$ cat config.mk
export PLATFORM = sky130hd
export DESIGN_NAME = bus_dev_endpoint_flat
export DESIGN_NICKNAME = d
export VERILOG_FILES = /design/src/rtl/bus_dev_endpoint_if.sv /design/src/rtl/bus_dev_endpoint.sv /design/src/flat_wrapper.sv
export SDC_FILE = /design/constraint.sdc
export NUM_CORES = 1
export LEC_CHECK = 0
export ABC_CLOCK_PERIOD_IN_PS = 4850
export CAP_MARGIN = 20
export CORE_ASPECT_RATIO = 1.1
export CORE_MARGIN = 3
export CORE_UTILIZATION = 34
export CTS_BUF_LIST = sky130_fd_sc_hd__clkbuf_8
export DETAILED_ROUTE_END_ITERATION = 6
export HOLD_SLACK_MARGIN = 0.02
export PLACE_DENSITY = 0.51
export SYNTH_ARGS = -nofsm -noshare
export SYNTH_HDL_FRONTEND = slang
export SYNTH_SLANG_ARGS = --single-unit
$ cat constraint.sdc
create_clock -name clk -period 4.85 [get_ports clk]
set_clock_uncertainty 0.2 [all_clocks]
set_input_delay 1.2125 -clock clk [delete_from_list [all_inputs] [get_ports clk]]
set_output_delay 1.2125 -clock clk [all_outputs]
set_load 0.01 [all_outputs]
$ cat src/rtl/bus_dev_endpoint_if.sv
// rtl/bus_dev_endpoint_if.sv - host/bus handshake bundle for one bus_dev_endpoint port
// master = host plus bus side, slave = the endpoint itself.
interface bus_dev_endpoint_if #(
    parameter int pckg_sz = 16
) ();
    logic               tx_valid;
    logic               tx_ready;
    logic [pckg_sz-1:0] tx_data;
    logic               pndng;
    logic               pop;
    logic [pckg_sz-1:0] D_pop;
    logic               push;
    logic [pckg_sz-1:0] D_push;
    logic               rx_valid;
    logic               rx_ready;
    logic [pckg_sz-1:0] rx_data;

    modport master (
        output tx_valid, tx_data, pop, push, D_push, rx_ready,
        input  tx_ready, pndng, D_pop, rx_valid, rx_data
    );

    modport slave (
        input  tx_valid, tx_data, pop, push, D_push, rx_ready,
        output tx_ready, pndng, D_pop, rx_valid, rx_data
    );
endinterface

$ cat src/rtl/bus_dev_endpoint.sv
// rtl/bus_dev_endpoint.sv - device endpoint: host transmit FIFO toward the bus, filtered receive FIFO from it
// Both FIFOs are first-word fall-through; outputs depend on registered state only.
module bus_dev_endpoint #(
    parameter int         bits      = 1,
    parameter int         drvrs     = 4,
    parameter int         pckg_sz   = 16,
    parameter logic [7:0] broadcast = 8'hFF,
    parameter logic [7:0] id        = 8'd0,
    parameter int         depth     = 8,
    localparam int        cw        = $clog2(depth) + 1
) (
    input  logic          clk,
    input  logic          reset,
    bus_dev_endpoint_if.slave bus,
    output logic [cw-1:0] tx_count,
    output logic [cw-1:0] rx_count,
    output logic [7:0]    drop_cnt,
    output logic [7:0]    misroute_cnt,
    output logic          underflow
);
    localparam int            aw       = $clog2(depth);
    localparam logic [cw-1:0] full_lvl = cw'(depth);

    if (bits < 1 || drvrs < 1 || int'(id) >= drvrs || pckg_sz < 9 ||
        depth < 2 || (depth & (depth - 1)) != 0) begin : g_param_check
        $error("bus_dev_endpoint: illegal parameter combination");
    end

    logic [pckg_sz-1:0] tx_mem [depth];
    logic [pckg_sz-1:0] rx_mem [depth];
    logic [aw-1:0]      tx_wp, tx_rp, rx_wp, rx_rp;

    logic       tx_wr, tx_rd;
    logic       rx_cand, rx_wr, rx_rd, rx_drop, misroute;
    logic       bad_read;
    logic [7:0] dest;

    assign bus.tx_ready = (tx_count != full_lvl);
    assign bus.pndng    = (tx_count != '0);
    assign bus.D_pop    = bus.pndng ? tx_mem[tx_rp] : '0;
    assign bus.rx_valid = (rx_count != '0);
    assign bus.rx_data  = bus.rx_valid ? rx_mem[rx_rp] : '0;

    always_comb begin
        dest     = bus.D_push[pckg_sz-1 -: 8];
        tx_wr    = bus.tx_valid & bus.tx_ready;
        tx_rd    = bus.pop & bus.pndng;
        rx_rd    = bus.rx_ready & bus.rx_valid;
        rx_cand  = bus.push & ((dest == id) | (dest == broadcast));
        misroute = bus.push & ~rx_cand;
        // A full receive FIFO still takes a packet when the host drains one in the same cycle.
        rx_wr    = rx_cand & ((rx_count != full_lvl) | rx_rd);
        rx_drop  = rx_cand & ~rx_wr;
        bad_read = (bus.pop & ~bus.pndng) | (bus.rx_ready & ~bus.rx_valid);
    end

    always_ff @(posedge clk) begin
        if (!reset && tx_wr) begin
            tx_mem[tx_wp] <= bus.tx_data;
        end
        if (!reset && rx_wr) begin
            rx_mem[rx_wp] <= bus.D_push;
        end
    end

    always_ff @(posedge clk) begin
        if (reset) begin
            tx_wp        <= '0;
            tx_rp        <= '0;
            rx_wp        <= '0;
            rx_rp        <= '0;
            tx_count     <= '0;
            rx_count     <= '0;
            drop_cnt     <= '0;
            misroute_cnt <= '0;
            underflow    <= 1'b0;
        end else begin
            if (tx_wr) tx_wp <= tx_wp + 1'b1;
            if (tx_rd) tx_rp <= tx_rp + 1'b1;
            if (rx_wr) rx_wp <= rx_wp + 1'b1;
            if (rx_rd) rx_rp <= rx_rp + 1'b1;

            case ({tx_wr, tx_rd})
                2'b10:   tx_count <= tx_count + 1'b1;
                2'b01:   tx_count <= tx_count - 1'b1;
                default: tx_count <= tx_count;
            endcase

            case ({rx_wr, rx_rd})
                2'b10:   rx_count <= rx_count + 1'b1;
                2'b01:   rx_count <= rx_count - 1'b1;
                default: rx_count <= rx_count;
            endcase

            if (rx_drop && drop_cnt != 8'hFF) begin
                drop_cnt <= drop_cnt + 8'd1;
            end
            if (misroute && misroute_cnt != 8'hFF) begin
                misroute_cnt <= misroute_cnt + 8'd1;
            end
            if (bad_read) begin
                underflow <= 1'b1;
            end
        end
    end
endmodule

$ cat src/flat_wrapper.sv
// flat-port wrapper written by rule: the top's interface ports become plain ports
module bus_dev_endpoint_flat 
#(
    parameter int         bits      = 1,
    parameter int         drvrs     = 4,
    parameter int         pckg_sz   = 16,
    parameter logic [7:0] broadcast = 8'hFF,
    parameter logic [7:0] id        = 8'd0,
    parameter int         depth     = 8,
    localparam int        cw        = $clog2(depth) + 1
)
  (clk, reset, tx_count, rx_count, drop_cnt, misroute_cnt, underflow, bus_tx_valid, bus_tx_data, bus_pop, bus_push, bus_D_push, bus_rx_ready, bus_tx_ready, bus_pndng, bus_D_pop, bus_rx_valid, bus_rx_data);
  bus_dev_endpoint_if #(.pckg_sz(pckg_sz)) bus_i ();
  input  logic clk;
  input  logic reset;
  output logic [cw-1:0] tx_count;
  output logic [cw-1:0] rx_count;
  output logic [7:0] drop_cnt;
  output logic [7:0] misroute_cnt;
  output logic underflow;
  input wire logic [$bits(bus_i.tx_valid)-1:0] bus_tx_valid;
  input wire logic [$bits(bus_i.tx_data)-1:0] bus_tx_data;
  input wire logic [$bits(bus_i.pop)-1:0] bus_pop;
  input wire logic [$bits(bus_i.push)-1:0] bus_push;
  input wire logic [$bits(bus_i.D_push)-1:0] bus_D_push;
  input wire logic [$bits(bus_i.rx_ready)-1:0] bus_rx_ready;
  output wire logic [$bits(bus_i.tx_ready)-1:0] bus_tx_ready;
  output wire logic [$bits(bus_i.pndng)-1:0] bus_pndng;
  output wire logic [$bits(bus_i.D_pop)-1:0] bus_D_pop;
  output wire logic [$bits(bus_i.rx_valid)-1:0] bus_rx_valid;
  output wire logic [$bits(bus_i.rx_data)-1:0] bus_rx_data;
  assign bus_i.tx_valid = bus_tx_valid;
  assign bus_i.tx_data = bus_tx_data;
  assign bus_i.pop = bus_pop;
  assign bus_i.push = bus_push;
  assign bus_i.D_push = bus_D_push;
  assign bus_i.rx_ready = bus_rx_ready;
  assign bus_tx_ready = bus_i.tx_ready;
  assign bus_pndng = bus_i.pndng;
  assign bus_D_pop = bus_i.D_pop;
  assign bus_rx_valid = bus_i.rx_valid;
  assign bus_rx_data = bus_i.rx_data;
  bus_dev_endpoint #(.bits(bits), .drvrs(drvrs), .pckg_sz(pckg_sz), .broadcast(broadcast), .id(id), .depth(depth)) u_core (.clk(clk), .reset(reset), .bus(bus_i), .tx_count(tx_count), .rx_count(rx_count), .drop_cnt(drop_cnt), .misroute_cnt(misroute_cnt), .underflow(underflow));
endmodule
[Word-level counts from Yosys, hierarchy flattened]
Memories as Yosys holds them, arrays and structs flattened. A register that Yosys moved wholly into a read port is not among the register bits.
Index checks and enable logic that the tools add are counted.
Cells by class
  $add $sub $neg: 10
  equal/unequal tests: 9
  mux-type cells: 12
  reduce and logical (&&, ||, !) cells: 10
  bitwise operators: 16
Operators with widths (number)
  $mux 16: 2
  $add 8x1->8 const B: 2
  $ne 8x8->1 const B: 2
  $pmux 4 s2: 2
  $add 3x1->3 const B: 4
  $mux 3: 4
  $and 1x1->1: 9
  $add 4x1->4 const B: 2
  $eq 8x8->1 const B: 1
  $logic_not 8->1: 1
  $ne 4x4->1 const B: 2
  $reduce_bool 4->1: 2
  $sub 4x1->4 const B: 2
  $eq 2x1->1 const B: 2
  $eq 2x2->1 const B: 2
  $logic_and 1x1->1: 4
  $mux 1: 4
  $not 1->1: 4
  $reduce_bool 2->1: 2
  $or 1x1->1: 3
  $logic_not 1->1: 1
Storage, ports and cells
  output and inout bits: 60
  register bits: 37
  bits of input ports: 38
  memories: 2
  memory bits (writable): 256
  word-level logic and storage cells: 68
Memory list
  u_core.rx_mem: depth 8, bits a word 16, rd ports 1, clocked after Yosys merged registers in 1, write ports 1, line bus_dev_endpoint.sv:30  | logic [pckg_sz-1:0] rx_mem [depth];
  u_core.tx_mem: depth 8, bits a word 16, rd ports 1, clocked after Yosys merged registers in 1, write ports 1, line bus_dev_endpoint.sv:29  | logic [pckg_sz-1:0] tx_mem [depth];

[Logic depth before layout (Yosys ltp)]
Gate-level depths: netlist of the first run.
  depth after elaboration: 7
  depth in mapped cells: 15
  depth with buffers taken out: 13

[Worst setup path after synthesis of the first run]
OpenSTA, ideal clock, no wires.
  path kind: input to register
  start point: in bus_D_push[9]
  end point: mem u_core.rx_mem[0][0], enable pin
  arrival time: 3.978 ns
  buffers on the path: 1
  stages: 6
  setup time: 0.436 ns
  required time: 4.214 ns
  slack: 0.236 ns
  cells stage by stage: nor4_1 nand2_1 a21boi_2 buf_2 nand2_1 nor4b_1
On the way
  word-level cells in the longest chain between the ends: 7
RTL lines
  start: declaration: line flat_wrapper.sv:25  | input wire logic [$bits(bus_i.D_push)-1:0] bus_D_push;
  $eq 8x8->1 / $logic_not 8->1 (equally long branches): line bus_dev_endpoint.sv:49  | rx_cand = bus.push & ((dest == id) | (dest == broadcast));
  $or 1x1->1 *: line bus_dev_endpoint.sv:49
  $and 1x1->1 *: line bus_dev_endpoint.sv:49
  $and 1x1->1 *: line bus_dev_endpoint.sv:52  | rx_wr = rx_cand & ((rx_count != full_lvl) | rx_rd);
  $logic_and 1x1->1 *: line bus_dev_endpoint.sv:61  | if (!reset && rx_wr) begin
  $mux 1 *: line bus_dev_endpoint.sv:61
  $mux 1 (not written as such) *: line bus_dev_endpoint.sv:62  | rx_mem[rx_wp] <= bus.D_push;
  end: declaration: line bus_dev_endpoint.sv:30
Every way passes the cells marked *; elsewhere a longest branch is shown, timed or not.

==> results of run 1 <==
==> per-stage QoR <==
stage	instances	hold slack, ns	util (%)
after global routing	1301	0.337	42.4
after CTS	1301	0.287	42.4
final	1302	0.285	42.4
after floorplan	675	0.254	-
after global placement	1213	0.274	39.7
after detailed placement	1213	0.279	39.7
==> cell families (layout without fill, tap and decap cells) <==
family,after synthesis,count (layout),synth area share (%)
DFF,299,299,71.6
and+or+nand+nor,165,165,6.78
other,0,1,0
muxes,102,102,15.3
xor gates and xnor gates,21,21,1.54
adders and majority gates,13,13,1.49
buffers and inverters,41,229,1.52
AOI/OAI and AO/OA,34,34,1.80
==> how the worst min path moves through the flow <==
stage                    start               to  cells past startpoint
3_3_place_gp   u_core.rx_rp[1]  u_core.rx_rp[1]                      2
4_1_cts        u_core.rx_rp[1]  u_core.rx_rp[1]                      2
2_1_floorplan  u_core.rx_rp[1]             flop                      2
3_5_place_dp   u_core.rx_rp[1]  u_core.rx_rp[1]                      2
6_report       u_core.rx_rp[1]  u_core.rx_rp[1]                      2
5_1_grt        u_core.rx_rp[1]  u_core.rx_rp[1]                      2
==> per-layer routing <==
metal	track usage (%)	up-vias	share of wire, %
li1	-	2971	-
met1	16.6	3336	39
met2	25.6	153	53
met3	2.69	54	4.7
met4	5.07	0	2.5
met5	0	-	0
==> where the power goes <==
group | internal, mW | switching, mW | total [mW]
registers | 2.87 | 0.116 | 2.99
logic | 0.871 | 0.822 | 1.69
clock network | 1.08 | 0.941 | 2.02
total | 4.82 | 1.88 | 6.70
==> layout by cell type, fill, tap and decap left out, types with 3 or more instances in the layout <==
cell	Yosys	layout
a21o_1	3	3
a21oi_1	15	15
and3_1	5	5
buf_4	0	33
clkbuf_8	0	51
clkdlybuf4s50_1	0	97
clkinv_1	0	15
clkinv_2	0	3
clkinvlp_4	0	3
dfxtp_1	43	41
edfxtp_1	256	256
ha_1	11	11
inv_1	9	23
mux2i_1	38	38
mux4_2	64	64
nand2_1	23	23
nand3_1	16	16
nand3b_1	4	4
nand4_1	6	6
nor2_1	73	73
nor3_1	9	5
nor3_2	0	4
nor4_2	1	3
o21ai_0	5	5
or3_1	7	7
xnor2_1	6	6
xor2_1	15	15
==> critical path, delay by kind of cell (launching register included) <==
family                 cells  cell delay [ns]
buffers and inverters      2             0.80
DFF                        1             0.77
muxes                      2             0.67
and+or+nand+nor            1             0.10
==> registers in the layout, indices dropped and copies added, names as in the netlist, named ones only <==
signal and count:
u_core.misroute_cnt 8, u_core.drop_cnt 8, u_core.rx_rp 3, u_core.rx_mem 128
u_core.tx_count 4, u_core.rx_wp 3, u_core.rx_count 4, u_core.tx_mem 128
u_core.tx_rp 3, u_core.tx_wp 3, u_core.underflow 1
==> layout make-up <==
cell class / count / share of cell area, %
Timing Repair Buffer: 131 / 8.50
Clock buffer: 51 / 4.82
Sequential cell: 299 / 58.7
Antenna cell: 1 / 0.0172
Clock inverter: 37 / 1.42
Tap cell: 438 / 3.76
Inverter: 10 / 0.275
Multi-Input combinational cell: 335 / 22.5
==> Yosys cell counts (2+ instances only) <==
master,n
edfxtp_1,256
nor3_1,9
mux4_2,64
xor2_1,15
inv_1,9
buf_2,8
nor4_1,5
dfxtp_1,43
buf_6,2
or3_1,7
and3_1,5
a21oi_1,15
buf_1,3
a21o_1,3
xnor2_1,6
nand3_1,16
a31oi_1,2
clkbuf_1,18
o21ai_0,5
ha_1,11
nand4_1,6
a211oi_1,2
nor2_1,73
fa_1,2
nand2b_1,2
nor2b_1,2
mux2i_1,38
nor4b_1,2
and4_1,2
nand3b_1,4
nand2_1,23
==> flow_summary.toml, run 1 <==
[clock_network]
cts_resized = 0
tritoncts = "done"
cts.reportedPaths.clkPinSlew_ns = 0.06
cts_sinks = 299
post-cts-setup-buffers = 0
cts-root-buf = "clkbuf_8"
hold_buffers = 0
cts_buffers = 50
cts-htree-levels = 2
clockBufferDepth = 3
clk-insertion-delay-late_ns = 0.56

[detailed_routing]
totalWireLength_um = 26300
first_iter_violations = 287
first_pass_iters = 4
vias = 6514
wire_per_inst_um = 20.2
antenna_left = 0
drc_errors = 0
viasPerCell = 5.00

[synth]
synth_top_area_cell = "edfxtp_1"
syn_avg_cell_area_sq_um = 17.7
ys_async_sr_fraction_pct = 0
yosysTopAreaCellShare_pct = 64.4
netlist_area_sq_mm = 0.0119
synth_nets = 726
yosysWarnings = 0
ys.flop_type = "edfxtp_1"
syn_inst = 675
synth-seq-cells = 299
synth.distinct_cells = 48
synthTopCellsByArea = "edfxtp_1 (64%), mux4_2 (12%), dfxtp_1 (7.2%)"
yosysSeqAreaShare_pct = 71.6
synth-edff-count = 256

[timing]
max_freq_mhz = 232
fin_ws_ns = 0.540
grt_setup_unrepaired = "no"
setup_viol = 0
fin_crit_sh_pct = 88.9
fin_tns_setup_ns = 0
slew-limit-headroom_pct = 37.4
min_period_ns = 4.31
hold_viol = 0
tightest_slew_ns = 0.937
report.final.slew_viol_count = 0

[floorplan]
dieArea_sq_mm = 0.0374
start_util_pct = 34.7
fp.coreArea_sq_mm = 0.0344
io_pins = 98
die_w_um = 185
fp-row-count = 71
die_y_um = 203

[placed_design]
place_area_sq_mm = 0.0137
portBuffers = 97
dpl.hpwl_um = 16300
pre_cts_slack_ns = 0.469
place_congestion = 0.790

[critical_path]
critical_path_class = "flop to primary output"
worst_r2r_path_depth = 12
r2r_start = "u_core.rx_count[1]"
endpoint = "bus_rx_data[0]"
slowest_delay_ns = 0.77
required_ns = 3.44
startpoint_type = "flop"
cp_cell_sequence = "buf_12 -> mux4_2 -> mux2i_1 -> nor2_1 -> clkdlybuf4s50_1"
critPathSlowestCell = "dfxtp_2"
reg2reg_to = "u_core.rx_count[3]"
ff2ff_setup_slack_ns = 1.55
worst-path-max-fanout = 18
setup.worst_path.end_class = "primary output"
arrival_ns = 2.90

[final_layout]
finish.instance_area_sq_mm = 0.0146
multi_input_area_sq_mm = 0.00328
final_layout_size_suffix_gt1_share_pct = 20.3
layout.nets = 878
syn_to_final_growth_pct = 22.1
seq_area_sq_mm = 0.00855
fillers = 3071

[run_status]
outcome = "finished, final reports clean"

[power_and_ir_drop]
p_leak_nw = 4.71
total_power_mw = 6.70
max-vdd-ir-drop_mv = 0.243
p_per_area_mw_per_mm2 = 460

[min_path]
hp-class = "flop to flop"

[grt]
grt_max_degree = 33
grt.overflow.total = 0
grt_pass1_vias = 7098
grt_pass1_wl_um = 40500
antenna_found_initial = 0
grt_usage_pct = 14.1

[job]
maxCapViolations = 0
Power figures use the tool's default switching activity.
==> run 2: changes to the inputs <==
Settings changed: SLEW_MARGIN set to 20.
==> results of run 2 <==
Same layout as run 1: the final DEF is identical, and so are final timing and power.
==> run 3: changes to the inputs <==
Settings changed: DONT_BUFFER_PORTS set to 1, HOLD_SLACK_MARGIN 0.02 to unset, PLACE_DENSITY 0.51 to 0.48.
==> run 3 against run 2 <==
Net effect:
- hold slack improved by 0.011 ns
- die area is the same
- first-iteration DRC count decreased by 22%
- core utilization shrank 2.8 points
- sequential power about the same
- sequential share of layout area up 4.2 points
- wire length down 1.8%
- global-route usage decreased by 0.086 points
- critical path type unchanged
- largest cell class unchanged
- highest routed layer unchanged
==> flow_summary.toml, run 3 (synthesis results as in run 1) <==
[run_status]
outcome = "finished, final reports clean"

[final_layout]
largestRegisters = "u_core.rx_mem x128, u_core.tx_mem x128"
final_layout_size_suffix_gt1_share_pct = 22.9
fin_util_pct = 39.6
layout_common_cells = "edfxtp_1 (256), nor2_1 (73), mux4_2 (64)"
syn_to_final_growth_pct = 13.9
finish.instance_area_sq_mm = 0.0136
layout_commonest_cell = "edfxtp_1"
antenna_cells = 0
layout.nets = 777

[critical_path]
cp_cell_sequence = "buf_4 -> mux4_2 -> mux2i_1 -> nor2_1"
critPathSlowestCell = "dfxtp_2"
critical_path_class = "flop to primary output"
slowest_delay_ns = 0.73
arrival_ns = 2.52
startpoint_type = "flop"
worst-path-max-fanout = 17
required_ns = 3.44
setup.worst_path.end_class = "primary output"

[grt]
grt.overflow.total = 0
grt_usage_pct = 14.0
grt_pass1_wl_um = 39900
antenna_found_initial = 0
grt_pass1_vias = 6693
grt_max_degree = 45

[floorplan]
fp-row-count = 71
io_pins = 98
dieArea_sq_mm = 0.0374
die_w_um = 185
start_util_pct = 34.7
fp.coreArea_sq_mm = 0.0344
die_y_um = 203

[detailed_routing]
drc_errors = 0
totalWireLength_um = 25900
vias = 6113
antenna_left = 0
viasPerCell = 5.06
first_pass_iters = 4
first_iter_violations = 224
wire_per_inst_um = 21.4

[timing]
fin_ws_ns = 0.922
fin_tns_setup_ns = 0
grt_setup_unrepaired = "no"
setup_viol = 0
slew-limit-headroom_pct = 30.3
min_period_ns = 3.93
max_freq_mhz = 255
tightest_slew_ns = 1.04
report.final.slew_viol_count = 0
fin_crit_sh_pct = 81.0
hold_viol = 0

[clock_network]
tritoncts = "done"
cts_sinks = 299
post-cts-setup-buffers = 0
hold_buffers = 0
cts.reportedPaths.clkPinSlew_ns = 0.05
cts_resized = 0
cts-root-buf = "clkbuf_8"
clockBufferDepth = 3
clk-insertion-delay-late_ns = 0.56
cts_buffers = 52
cts-htree-levels = 2

[placed_design]
place_area_sq_mm = 0.0126
portBuffers = 0
pre_cts_slack_ns = 1.12
place_congestion = 0.746
dpl.hpwl_um = 15700

[power_and_ir_drop]
total_power_mw = 6.36
p_leak_nw = 4.38
max-vdd-ir-drop_mv = 0.231
p_per_area_mw_per_mm2 = 467

[min_path]
hp-class = "flop to flop"

[job]
maxCapViolations = 0
==> run 3: cell types whose count changed in the layout (fill, tap and decap cells not counted) <==
cell and change:
clkbuf_8 +1, inv_6 +1, inv_1 +6, inv_8 +1, clkinvlp_4 -1, buf_12 -1
diode_2 -1, clkdlybuf4s50_1 -97, clkinv_2 +5, buf_4 -5, clkinv_1 -3
==> run 3: routing by layer <==
layer | up-vias | global-route usage (%) | part of all wire (%)
met1 | 3133 | 16.0 | 39
li1 | 2773 | - | -
met2 | 143 | 24.9 | 52
met4 | 0 | 4.74 | 3.0
met3 | 64 | 4.41 | 6.2
met5 | - | 0 | 0
==> run 3: final timing paths <==
kind | from | endpoint | slack (ns) | cells past startpoint
worst max-delay path | flop | bus_D_pop[6] | 0.92 | 4
worst min-delay path | u_core.rx_rp[1] | u_core.rx_rp[1] | 0.30 | 2
worst max register to register | u_core.rx_count[1] | u_core.rx_count[3] | 1.46 | 12
worst min register to register | u_core.rx_rp[1] | u_core.rx_rp[1] | 0.30 | 2
==> run 3: layout make-up <==
class                      count  area, sq um
sequential                   299         8550
fill                        3144        20800
multi-input combinational    335         3280
inverter                      10         40.0
tap                          438          548
timing repair buffer          28          210
clock buffer                  52          716
clock inverter                46          255
==> run 3: power by group <==
group / internal, mW / switching [mW]
sequential: 2.87 / 0.142
clock: 1.12 / 0.994
combinational: 0.523 / 0.710
==> run 3: through the flow <==
| step | hold slack (ns) | instances |
|---|---|---|
| after floorplan | 0.254 | 675 |
| after global placement | 0.269 | 1110 |
| after detailed placement | 0.290 | 1110 |
| after CTS | 0.301 | 1208 |
| after global routing | 0.329 | 1208 |
| final | 0.296 | 1208 |
==> run 3: critical path: cells and delay by family (launching register included) <==
kind / cells / cell delay (ns)
multiplexers: 2 / 0.74
flip-flops: 1 / 0.73
buffers and inverters: 1 / 0.34
AND/OR/NAND/NOR: 1 / 0.12
